--- config.mk ---
export PLATFORM = sky130hd
export DESIGN_NAME = ita_step_scheduler
export DESIGN_NICKNAME = d
export VERILOG_FILES = /design/src/rtl/ita_package.sv /design/src/rtl/ita_step_counter.sv /design/src/rtl/ita_step_scheduler.sv
export SDC_FILE = /design/constraint.sdc
export NUM_CORES = 1
export LEC_CHECK = 0
export CAP_MARGIN = 30
export CORE_MARGIN = 4
export CORE_UTILIZATION = 49
export DETAILED_ROUTE_END_ITERATION = 8
export HOLD_SLACK_MARGIN = 0.15
export PLACE_DENSITY = 0.79
export SLEW_MARGIN = 5
export SYNTH_ARGS = -nofsm -noshare
export SYNTH_HDL_FRONTEND = slang
export SYNTH_SLANG_ARGS = --single-unit
export TNS_END_PERCENT = 100
--- constraint.sdc ---
create_clock -name clk_i -period 9.4 [get_ports clk_i]
set_clock_uncertainty 0.2 [all_clocks]
set_input_delay 2.82 -clock clk_i [delete_from_list [all_inputs] [get_ports clk_i]]
set_output_delay 2.82 -clock clk_i [all_outputs]
set_load 0.02 [all_outputs]
--- src/rtl/ita_package.sv ---
// Shared types for the ITA step scheduler: step codes, head width,
// latched layer configuration and scheduler FSM states.
package ita_package;

  localparam int unsigned H     = 4;
  localparam int unsigned HeadW = $clog2(H + 1);
  localparam int unsigned TileW = 32;

  typedef logic [HeadW-1:0] n_heads_t;

  typedef enum logic [2:0] {
    StepIdle,
    StepQ,
    StepK,
    StepV,
    StepQK,
    StepAV,
    StepOW
  } step_e;

  typedef struct packed {
    n_heads_t         n_heads;
    logic [TileW-1:0] lin_tiles;
    logic [TileW-1:0] attn_tiles;
  } ctrl_t;

  typedef enum logic [1:0] {
    IDLE,
    ISSUE,
    WAIT,
    FINISH
  } sched_state_e;

  // A zero tile count behaves like a single tile.
  function automatic logic [TileW-1:0] last_idx(
    input logic [TileW-1:0] n
  );
    return (n == '0) ? '0 : n - 1'b1;
  endfunction

endpackage

--- src/rtl/ita_step_counter.sv ---
// Tile/step/head iteration for one layer; advances on en_i and
// flags the final tile of OW on the final head.
module ita_step_counter
  import ita_package::*;
(
  input  logic        clk_i,
  input  logic        rst_ni,
  input  logic        clear_i,
  input  logic        en_i,
  input  ctrl_t       ctrl_i,
  output step_e       step_o,
  output n_heads_t    head_o,
  output logic [31:0] tile_o,
  output logic        last_o
);

  step_e       step_q, step_d;
  n_heads_t    head_q, head_d;
  logic [31:0] tile_q, tile_d;

  logic        lin_step;
  logic [31:0] tile_max;
  logic        last_tile;
  logic        last_head;

  always_comb begin
    lin_step  = (step_q == StepQ) || (step_q == StepK) ||
                (step_q == StepV) || (step_q == StepOW);
    tile_max  = last_idx(lin_step ? ctrl_i.lin_tiles
                                  : ctrl_i.attn_tiles);
    last_tile = (tile_q == tile_max);
    last_head = (head_q == n_heads_t'(ctrl_i.n_heads - 1'b1));
    last_o    = last_tile && (step_q == StepOW) && last_head;
  end

  always_comb begin
    step_d = step_q;
    head_d = head_q;
    tile_d = tile_q;
    if (clear_i) begin
      step_d = StepQ;
      head_d = '0;
      tile_d = '0;
    end else if (en_i) begin
      if (!last_tile) begin
        tile_d = tile_q + 1'b1;
      end else begin
        tile_d = '0;
        case (step_q)
          StepQ:   step_d = StepK;
          StepK:   step_d = StepV;
          StepV:   step_d = StepQK;
          StepQK:  step_d = StepAV;
          StepAV:  step_d = StepOW;
          StepOW: begin
            step_d = StepQ;
            head_d = head_q + 1'b1;
          end
          default: step_d = StepQ;
        endcase
      end
    end
  end

  always_ff @(posedge clk_i or negedge rst_ni) begin
    if (!rst_ni) begin
      step_q <= StepQ;
      head_q <= '0;
      tile_q <= '0;
    end else begin
      step_q <= step_d;
      head_q <= head_d;
      tile_q <= tile_d;
    end
  end

  assign step_o = step_q;
  assign head_o = head_q;
  assign tile_o = tile_q;

endmodule

--- src/rtl/ita_step_scheduler.sv ---
// Per-layer attention tile scheduler, one outstanding tile at a time.
// Optional busy-cycle counter: define ITA_SCHED_PERF_CNT_EN.
module ita_step_scheduler
  import ita_package::*;
#(
  parameter int unsigned H = ita_package::H
) (
  input  logic        clk_i,
  input  logic        rst_ni,
  input  logic        clear_i,
  input  logic        start_i,
  input  n_heads_t    n_heads_i,
  input  logic [31:0] lin_tiles_i,
  input  logic [31:0] attn_tiles_i,
  output logic        issue_valid_o,
  input  logic        issue_ready_i,
  output step_e       step_o,
  output n_heads_t    head_o,
  output logic [31:0] tile_o,
  input  logic        tile_done_i,
  output logic        busy_o,
  output logic        done_o,
  output logic [31:0] cycles_o
);

  sched_state_e state_q, state_d;
  ctrl_t        ctrl_q, ctrl_d;

  logic        cnt_clear;
  logic        cnt_en;
  step_e       c_step;
  n_heads_t    c_head;
  logic [31:0] c_tile;
  logic        c_last;
  n_heads_t    nh_clamp;

  // Requests above the head capacity run at full capacity.
  assign nh_clamp = (n_heads_i > n_heads_t'(H)) ? n_heads_t'(H)
                                                : n_heads_i;

  ita_step_counter u_cnt (
    .clk_i   (clk_i),
    .rst_ni  (rst_ni),
    .clear_i (cnt_clear),
    .en_i    (cnt_en),
    .ctrl_i  (ctrl_q),
    .step_o  (c_step),
    .head_o  (c_head),
    .tile_o  (c_tile),
    .last_o  (c_last)
  );

  always_comb begin
    state_d       = state_q;
    ctrl_d        = ctrl_q;
    cnt_clear     = 1'b0;
    cnt_en        = 1'b0;
    issue_valid_o = 1'b0;
    busy_o        = 1'b0;
    done_o        = 1'b0;
    step_o        = StepIdle;
    head_o        = c_head;
    tile_o        = c_tile;
    unique case (state_q)
      IDLE: begin
        if (start_i) begin
          ctrl_d.n_heads    = nh_clamp;
          ctrl_d.lin_tiles  = lin_tiles_i;
          ctrl_d.attn_tiles = attn_tiles_i;
          cnt_clear         = 1'b1;
          state_d = (nh_clamp == '0) ? FINISH : ISSUE;
        end
      end
      ISSUE: begin
        issue_valid_o = 1'b1;
        busy_o        = 1'b1;
        step_o        = c_step;
        if (issue_ready_i) state_d = WAIT;
      end
      WAIT: begin
        busy_o = 1'b1;
        step_o = c_step;
        if (tile_done_i) begin
          if (c_last) begin
            cnt_clear = 1'b1;
            state_d   = FINISH;
          end else begin
            cnt_en  = 1'b1;
            state_d = ISSUE;
          end
        end
      end
      FINISH: begin
        done_o  = 1'b1;
        state_d = IDLE;
      end
      default: state_d = IDLE;
    endcase
    // Abort beats every other event, including the done pulse.
    if (clear_i) begin
      state_d   = IDLE;
      ctrl_d    = ctrl_q;
      cnt_clear = 1'b1;
      cnt_en    = 1'b0;
      done_o    = 1'b0;
    end
  end

  always_ff @(posedge clk_i or negedge rst_ni) begin
    if (!rst_ni) begin
      state_q <= IDLE;
      ctrl_q  <= '0;
    end else begin
      state_q <= state_d;
      ctrl_q  <= ctrl_d;
    end
  end

`ifdef ITA_SCHED_PERF_CNT_EN
  logic        start_acc;
  logic [31:0] cycles_q, cycles_d;

  assign start_acc = (state_q == IDLE) && start_i && !clear_i;

  always_comb begin
    cycles_d = cycles_q;
    if (start_acc) begin
      cycles_d = '0;
    end else if (busy_o && (cycles_q != '1)) begin
      cycles_d = cycles_q + 1'b1;
    end
  end

  always_ff @(posedge clk_i or negedge rst_ni) begin
    if (!rst_ni) begin
      cycles_q <= '0;
    end else begin
      cycles_q <= cycles_d;
    end
  end

  assign cycles_o = cycles_q;
`else
  assign cycles_o = '0;
`endif

endmodule

==> out/metrics.yaml, run 1 <==
floorplanning:
  rows: 44
  die_w_um: 132
  core_mm2: 0.0148
  start_util_pct: 50.8
  die_area_mm2: 0.0173
  ios: 146
  die_h_um: 132
critical_path:
  endpoint_kind: "output pin"
  start_kind: "input port"
  arrival_ps: 4060
  critPathKind: "input port to output pin"
  cp.required_ps: 6380
  crit_fanout: 6
route:
  num_vias: 6373
  route.detailed.drc: 0
  drtAntennaViolNets: 0
  wl_per_cell_um: 18.5
  routed_wl_um: 19600
  drt_iter0_drc: 627
  drt_pass1_iterations: 5
  viasPerCell: 6.00
sta:
  maxSlewHeadroom_pct: 39.9
  min_period_over_period_pct: 75.3
  timing_max_transition_violations_final: 0
  worstMarginPinSlew_ps: 901
  setup_viol: 0
  hold_slack_ps: 295
  setup_ws_ps: 2320
  fmax_mhz: 141
  fin_tns_setup_ps: 0
  min_period_ps: 7080
  rsz0062_at_grt: "false"
  final_hold_viol_count: 0
status:
  status: "finished, final reports clean"
place:
  io_buffers: 113
  dp_hpwl_um: 14800
  pre_cts_slack_ps: 2320
  place_area_mm2: 0.00859
  finalWeightedCongestion: 0.982
finish:
  final_cell_mix: "clkdlybuf4s50_1 (112), dfrtp_1 (106), nor2_1 (79)"
  final_nets: 956
  drive_gt1_share_pct: 13.9
  utilization_pct: 60.3
  antenna_cells: 0
  area_growth_pct: 18.7
  final_area_mm2: 0.00889
  layout_commonest_cell: "clkdlybuf4s50_1"
global_routing:
  grt_usage_pct: 22.3
  grt_pass1_vias: 6038
  grt_max_degree: 70
  gr-total-overflow: 0
  grt_pass1_wl_um: 31700
  antenna_found_initial: 0
clocking:
  cts.sinks: 107
  clkTransAtPathRegs_ps: 70
  ctsHoldBuffers: 0
  cts_buffers: 9
  clk_latency_ps: 360
  htreeDepth: 3
  cts_resized: 0
  cts_tree: "built"
  clockBufferDepth: 2
  cts-root-buf: "clkbuf_16"
  post_cts_buffers: 0
logic_synthesis:
  avgSynthCellArea_um2: 9.55
  yosysSeqAreaShare_pct: 35.8
  synth-seq-cells: 107
  syn_inst: 784
  yosys_most_used_dff: "dfrtp_1"
  synth_area_mm2: 0.00749
  synth_edf_count: 0
  synth_cell_types: 87
  yosysWarnings: 0
  async_flop_share_pct: 100
run:
  max_cap_violations: 0
worst_hold_path:
  hp-class: "flop to flop"
power_and_ir_drop:
  p_leak_nw: 3.45
  power.density_mw_per_mm2: 229
  vdd.ir_drop.worst_mv: 0.128
critical path, cell delays in order:
cell	delay [ps]
clkdlybuf4s50_1	500
nor2b_1	140
clkdlybuf4s50_1	600
layout make-up:
type | instances | area (um^2)
clock buffer | 11 | 243
clock inverter | 5 | 60.1
fill | 1279 | 5860
inverter | 14 | 52.6
multi-input combinational | 625 | 4460
sequential | 107 | 2680
tap | 184 | 230
timing repair buffer | 117 | 1170
routing by layer:
| layer | up-vias | share of wire (%) | GRT usage [%] |
|---|---|---|---|
| met1 | 3100 | 45 | 31.3 |
| li1 | 2985 | - | - |
| met3 | 26 | 6.8 | 3.71 |
| met5 | - | 0 | 0 |
| met2 | 262 | 46 | 35.0 |
| met4 | 0 | 1.6 | 7.53 |
stage by stage:
| step | std cells | total power [mW] |
|---|---|---|
| 5_1_grt | 1063 | 2.16 |
| 3_3_place_gp | 1046 | 1.61 |
| 4_1_cts | 1063 | 2.03 |
| 2_1_floorplan | 815 | 1.38 |
| 3_5_place_dp | 1047 | 1.64 |
| 6_report | 1063 | 2.04 |
synthesized netlist by cell type (7+ instances only):
library cell / count / area, um^2
a21oi_1: 14 / 70.1
and3_1: 10 / 62.6
buf_2: 10 / 50.1
buf_4: 38 / 285
clkbuf_1: 14 / 52.6
dfrtp_1: 106 / 2650
ha_1: 9 / 113
inv_1: 14 / 52.6
mux2_2: 68 / 766
mux2i_1: 32 / 320
nand2_1: 44 / 165
nand3_1: 22 / 110
nand4_1: 21 / 131
nor2_1: 79 / 297
nor3_1: 25 / 125
nor4_1: 19 / 119
o21ai_0: 18 / 90.1
o31ai_1: 7 / 52.6
or3_1: 10 / 62.6
or4_1: 11 / 82.6
xnor2_1: 37 / 324
xor2_1: 34 / 298
kinds of logic (layout without fill, tap and decap cells):
family	Yosys count	count (layout)	share of synthesized area, %
fa+ha+maj	9	9	1.50
compound gates	108	108	10.8
buf+inv	83	147	6.33
simple gates	303	303	22.3
flops	107	107	35.8
mux	101	101	14.7
xor+xnor	72	72	8.52
other cells	1	32	0.0501
report_power, final:
group | internal [mW] | leakage [nW] | switching [mW] | total (mW)
Combinational | 0.402 | 1.96 | 0.416 | 0.817
Clock | 0.216 | 0.147 | 0.174 | 0.389
Sequential | 0.611 | 1.34 | 0.223 | 0.834
Total | 1.23 | 3.45 | 0.812 | 2.04
final timing paths:
| kind | cells after the start | startpoint | slack [ps] | end |
|---|---|---|---|---|
| max in group asynchronous | 2 | rst_ni | 5580 | u_cnt.tile_o[22]$_DFFE_PN0P_ |
| max | 3 | clear_i | 2320 | done_o |
| min | 2 | ctrl_q[65]$_DFFE_PN0P_ | 300 | ctrl_q[65]$_DFFE_PN0P_ |
| max reg2reg | 16 | u_cnt.step_o[0]$_DFFE_PN1P_ | 3700 | u_cnt.tile_o[27]$_DFFE_PN0P_ |
| min reg2reg | 2 | ctrl_q[65]$_DFFE_PN0P_ | 300 | ctrl_q[65]$_DFFE_PN0P_ |
| min in group asynchronous | 1 | rst_ni | 2290 | ctrl_q[36]$_DFFE_PN0P_ |
flip-flops by register name, indices dropped and copies added (netlist names):
| signal | cells |
|---|---|
| ctrl_q | 67 |
| u_cnt.tile_o | 32 |
| u_cnt.head_o | 3 |
| u_cnt.step_o | 3 |
| state_q | 2 |
No activity file was read; power rests on OpenSTA's default activity.
==> run 2: changes to the inputs <==
==> constraint.sdc (replaced) <==
create_clock -name clk_i -period 6.6 [get_ports clk_i]
set_clock_uncertainty 0.2 [all_clocks]
set_input_delay 1.98 -clock clk_i [delete_from_list [all_inputs] [get_ports clk_i]]
set_output_delay 1.98 -clock clk_i [all_outputs]
set_load 0.02 [all_outputs]
==> run 2 against run 1 <==
Utilization grew 0.051 points; flip-flop and latch count is the same; sequential share of layout area is essentially flat; setup slack lost 1300 ps; critical path type is now flop to flop; largest power group unchanged; first-iteration DRC count shrank 11%; power grew 42%; global-route usage shrank 0.52 points; clock power grew 41%; non-clock buffer count grew 2; sequential power grew 43%.
==> out/metrics.yaml, run 2 (synthesis results as in run 1) <==
route:
  drt_pass1_iterations: 5  # unchanged
  num_vias: 6322  # -0.80%
  viasPerCell: 5.94  # -0.89%
  drtAntennaViolNets: 0  # unchanged
  wl_per_cell_um: 18.2  # -1.5%
  routed_wl_um: 19300  # -1.4%
  route.detailed.drc: 0  # unchanged
  drt_iter0_drc: 561  # -11%
clocking:
  cts-root-buf: "clkbuf_16"
  clockBufferDepth: 2  # unchanged
  cts_tree: "built"
  ctsHoldBuffers: 0  # unchanged
  clk_latency_ps: 350  # about the same
  post_cts_buffers: 0  # unchanged
  cts_resized: 0  # unchanged
  cts_buffers: 9  # unchanged
  clkTransAtPathRegs_ps: 70  # about the same
  htreeDepth: 3  # unchanged
  cts.sinks: 107  # unchanged
critical_path:
  rr_worst_depth: 16  # unchanged
  cp.required_ps: 6630  # +250 ps
  slowest_delay_ps: 620  # +20 ps
  crit_chain: "and2b_1, nor2_4, mux2i_1, ha_1, inv_1, or3_1, o32ai_1, xor2_1, a221oi_1, o211ai_1, a22oi_1, nand4_1, or2_2, o21ai_2, buf_4, nor2_1"
  cp_top_family: "simple AND/OR/NAND/NOR gates"
  path_buf_inv: 2  # unchanged
  endpoint_kind: "flop"
  start_kind: "flop"
  path_depth: 16  # +13
  critPathKind: "flop to flop"
  crit_path_top_delay_cell: "dfstp_2"
  reg2reg_from: "u_cnt.step_o[0]$_DFFE_PN1P_"
  arrival_ps: 5570  # +1510 ps
  crit_fanout: 30  # +24
  r2r-end: "u_cnt.tile_o[21]$_DFFE_PN0P_"
  ff2ff_setup_slack_ps: 1070  # -2630 ps
global_routing:
  grt_pass1_wl_um: 31000  # -2.2%
  met2_usage_pct: 34.8  # -0.20 points
  grt.busiest_layer: "met2"
  grt_pass1_vias: 5895  # -2.4%
  grt_util_met3_pct: 4.28  # +0.57 points
  grt_max_degree: 70  # unchanged
  gr-total-overflow: 0  # unchanged
  grt_usage_pct: 21.7  # -0.52 points
  grtUsageMet1_pct: 30.5  # -0.80 points
  antenna_found_initial: 0  # unchanged
finish:
  largest_register_ffs: 67  # unchanged
  final_cell_mix: "clkdlybuf4s50_1 (112), dfrtp_1 (106), nor2_1 (79)"
  layout_commonest_cell: "clkdlybuf4s50_1"
  utilization_pct: 60.3  # about the same
  regMostFlops: "ctrl_q"
  final_nets: 958  # +0.21%
  n_fill_cell: 1278  # -0.078%
  area_growth_pct: 18.8  # about the same
  antenna_cells: 0  # unchanged
  drive_gt1_share_pct: 14.1  # +0.21 points
sta:
  min_period_over_period_pct: 83.9
  rsz0062_at_grt: "false"
  hold_slack_ps: 292  # -2.70 ps
  final_hold_viol_count: 0  # unchanged
  fmax_mhz: 181
  timing_max_transition_violations_final: 0  # unchanged
  worstMarginPinSlew_ps: 875  # -26.7 ps
  setup_viol: 0  # unchanged
  fin_tns_setup_ps: 0  # unchanged
  maxSlewHeadroom_pct: 41.6  # +1.8 points
  min_period_ps: 5530
power_and_ir_drop:
  vdd.ir_drop.worst_mv: 0.206  # +60%
  p_total_mw: 2.89  # +42%
  power.density_mw_per_mm2: 325  # +42%
  p_leak_nw: 3.46  # about the same
status:
  status: "finished, final reports clean"
worst_hold_path:
  hp-class: "flop to flop"
  holdPathEnd: "ctrl_q[65]$_DFFE_PN0P_"
  hold_start: "ctrl_q[65]$_DFFE_PN0P_"
  min_path_cells: 2  # unchanged
floorplanning:
  core_mm2: 0.0148  # unchanged
  die_area_mm2: 0.0173  # unchanged
  ios: 146  # unchanged
  die_h_um: 132  # unchanged
  die_w_um: 132  # unchanged
  rows: 44  # unchanged
  start_util_pct: 50.8  # unchanged
place:
  finalWeightedCongestion: 0.980  # -0.16%
  io_buffers: 113  # unchanged
  dp_hpwl_um: 14900  # +0.51%
run:
  max_cap_violations: 0  # unchanged
==> run 2: cell types whose count changed in the layout (fill, tap and decap cells not counted) <==
cell / delta
buf_4: +3
clkbuf_1: -1
inv_6: -2
clkbuf_8: +1
clkinvlp_4: +1
buf_8: -1
==> run 2: final cells by class <==
type / count / area, um^2 / share of cell area (%)
inverters: 14 / 52.6 / 0.591
well taps: 184 / 230 / 2.59
flip-flops and latches: 107 / 2680 / 30.1
clock buffers: 11 / 253 / 2.84
repair buffers: 119 / 1170 / 13.2
multi-input cells: 625 / 4460 / 50.1
clock inverters: 4 / 50.0 / 0.562
==> run 2: how the worst max path moves through the flow <==
stage                                      from                            to  slack [ps]
finish              u_cnt.step_o[0]$_DFFE_PN1P_  u_cnt.tile_o[21]$_DFFE_PN0P_        1070
global route        u_cnt.step_o[0]$_DFFE_PN1P_   u_cnt.tile_o[7]$_DFFE_PN0P_         780
CTS                 u_cnt.step_o[0]$_DFFE_PN1P_   u_cnt.head_o[2]$_DFFE_PN0P_        1130
detailed placement  u_cnt.step_o[0]$_DFFE_PN1P_   u_cnt.head_o[2]$_DFFE_PN0P_        1160
global placement                        clear_i                        done_o        1210
floorplan           u_cnt.step_o[0]$_DFFE_PN1P_   u_cnt.step_o[1]$_DFFE_PN0P_        1690
==> run 2: through the flow <==
stage / instance area (um^2) / cells / setup WS, ps
floorplan: 7600 / 815 / 1690
global placement: 8600 / 1049 / 1210
detailed placement: 8600 / 1049 / 1160
CTS: 8900 / 1064 / 1130
global route: 8900 / 1064 / 779
finish: 8900 / 1064 / 1070
==> run 2: layer usage <==
layer / vias up / wire [um]
li1: 2990 / -
met1: 3008 / 8710
met2: 300 / 8810
met3: 24 / 1520
met4: 0 / 295
met5: - / 0
==> run 2: power breakdown <==
group          internal (mW)  switching (mW)  total, mW
Combinational          0.572           0.587       1.16
Clock                  0.312           0.236      0.548
Sequential             0.871           0.317       1.19
Total                   1.75            1.14       2.89
==> run 2: tightest hold or removal path: stages, from the launching register on <==
cell     delay (ps)
dfrtp_1         350
nand2_1          50
o21ai_0          60
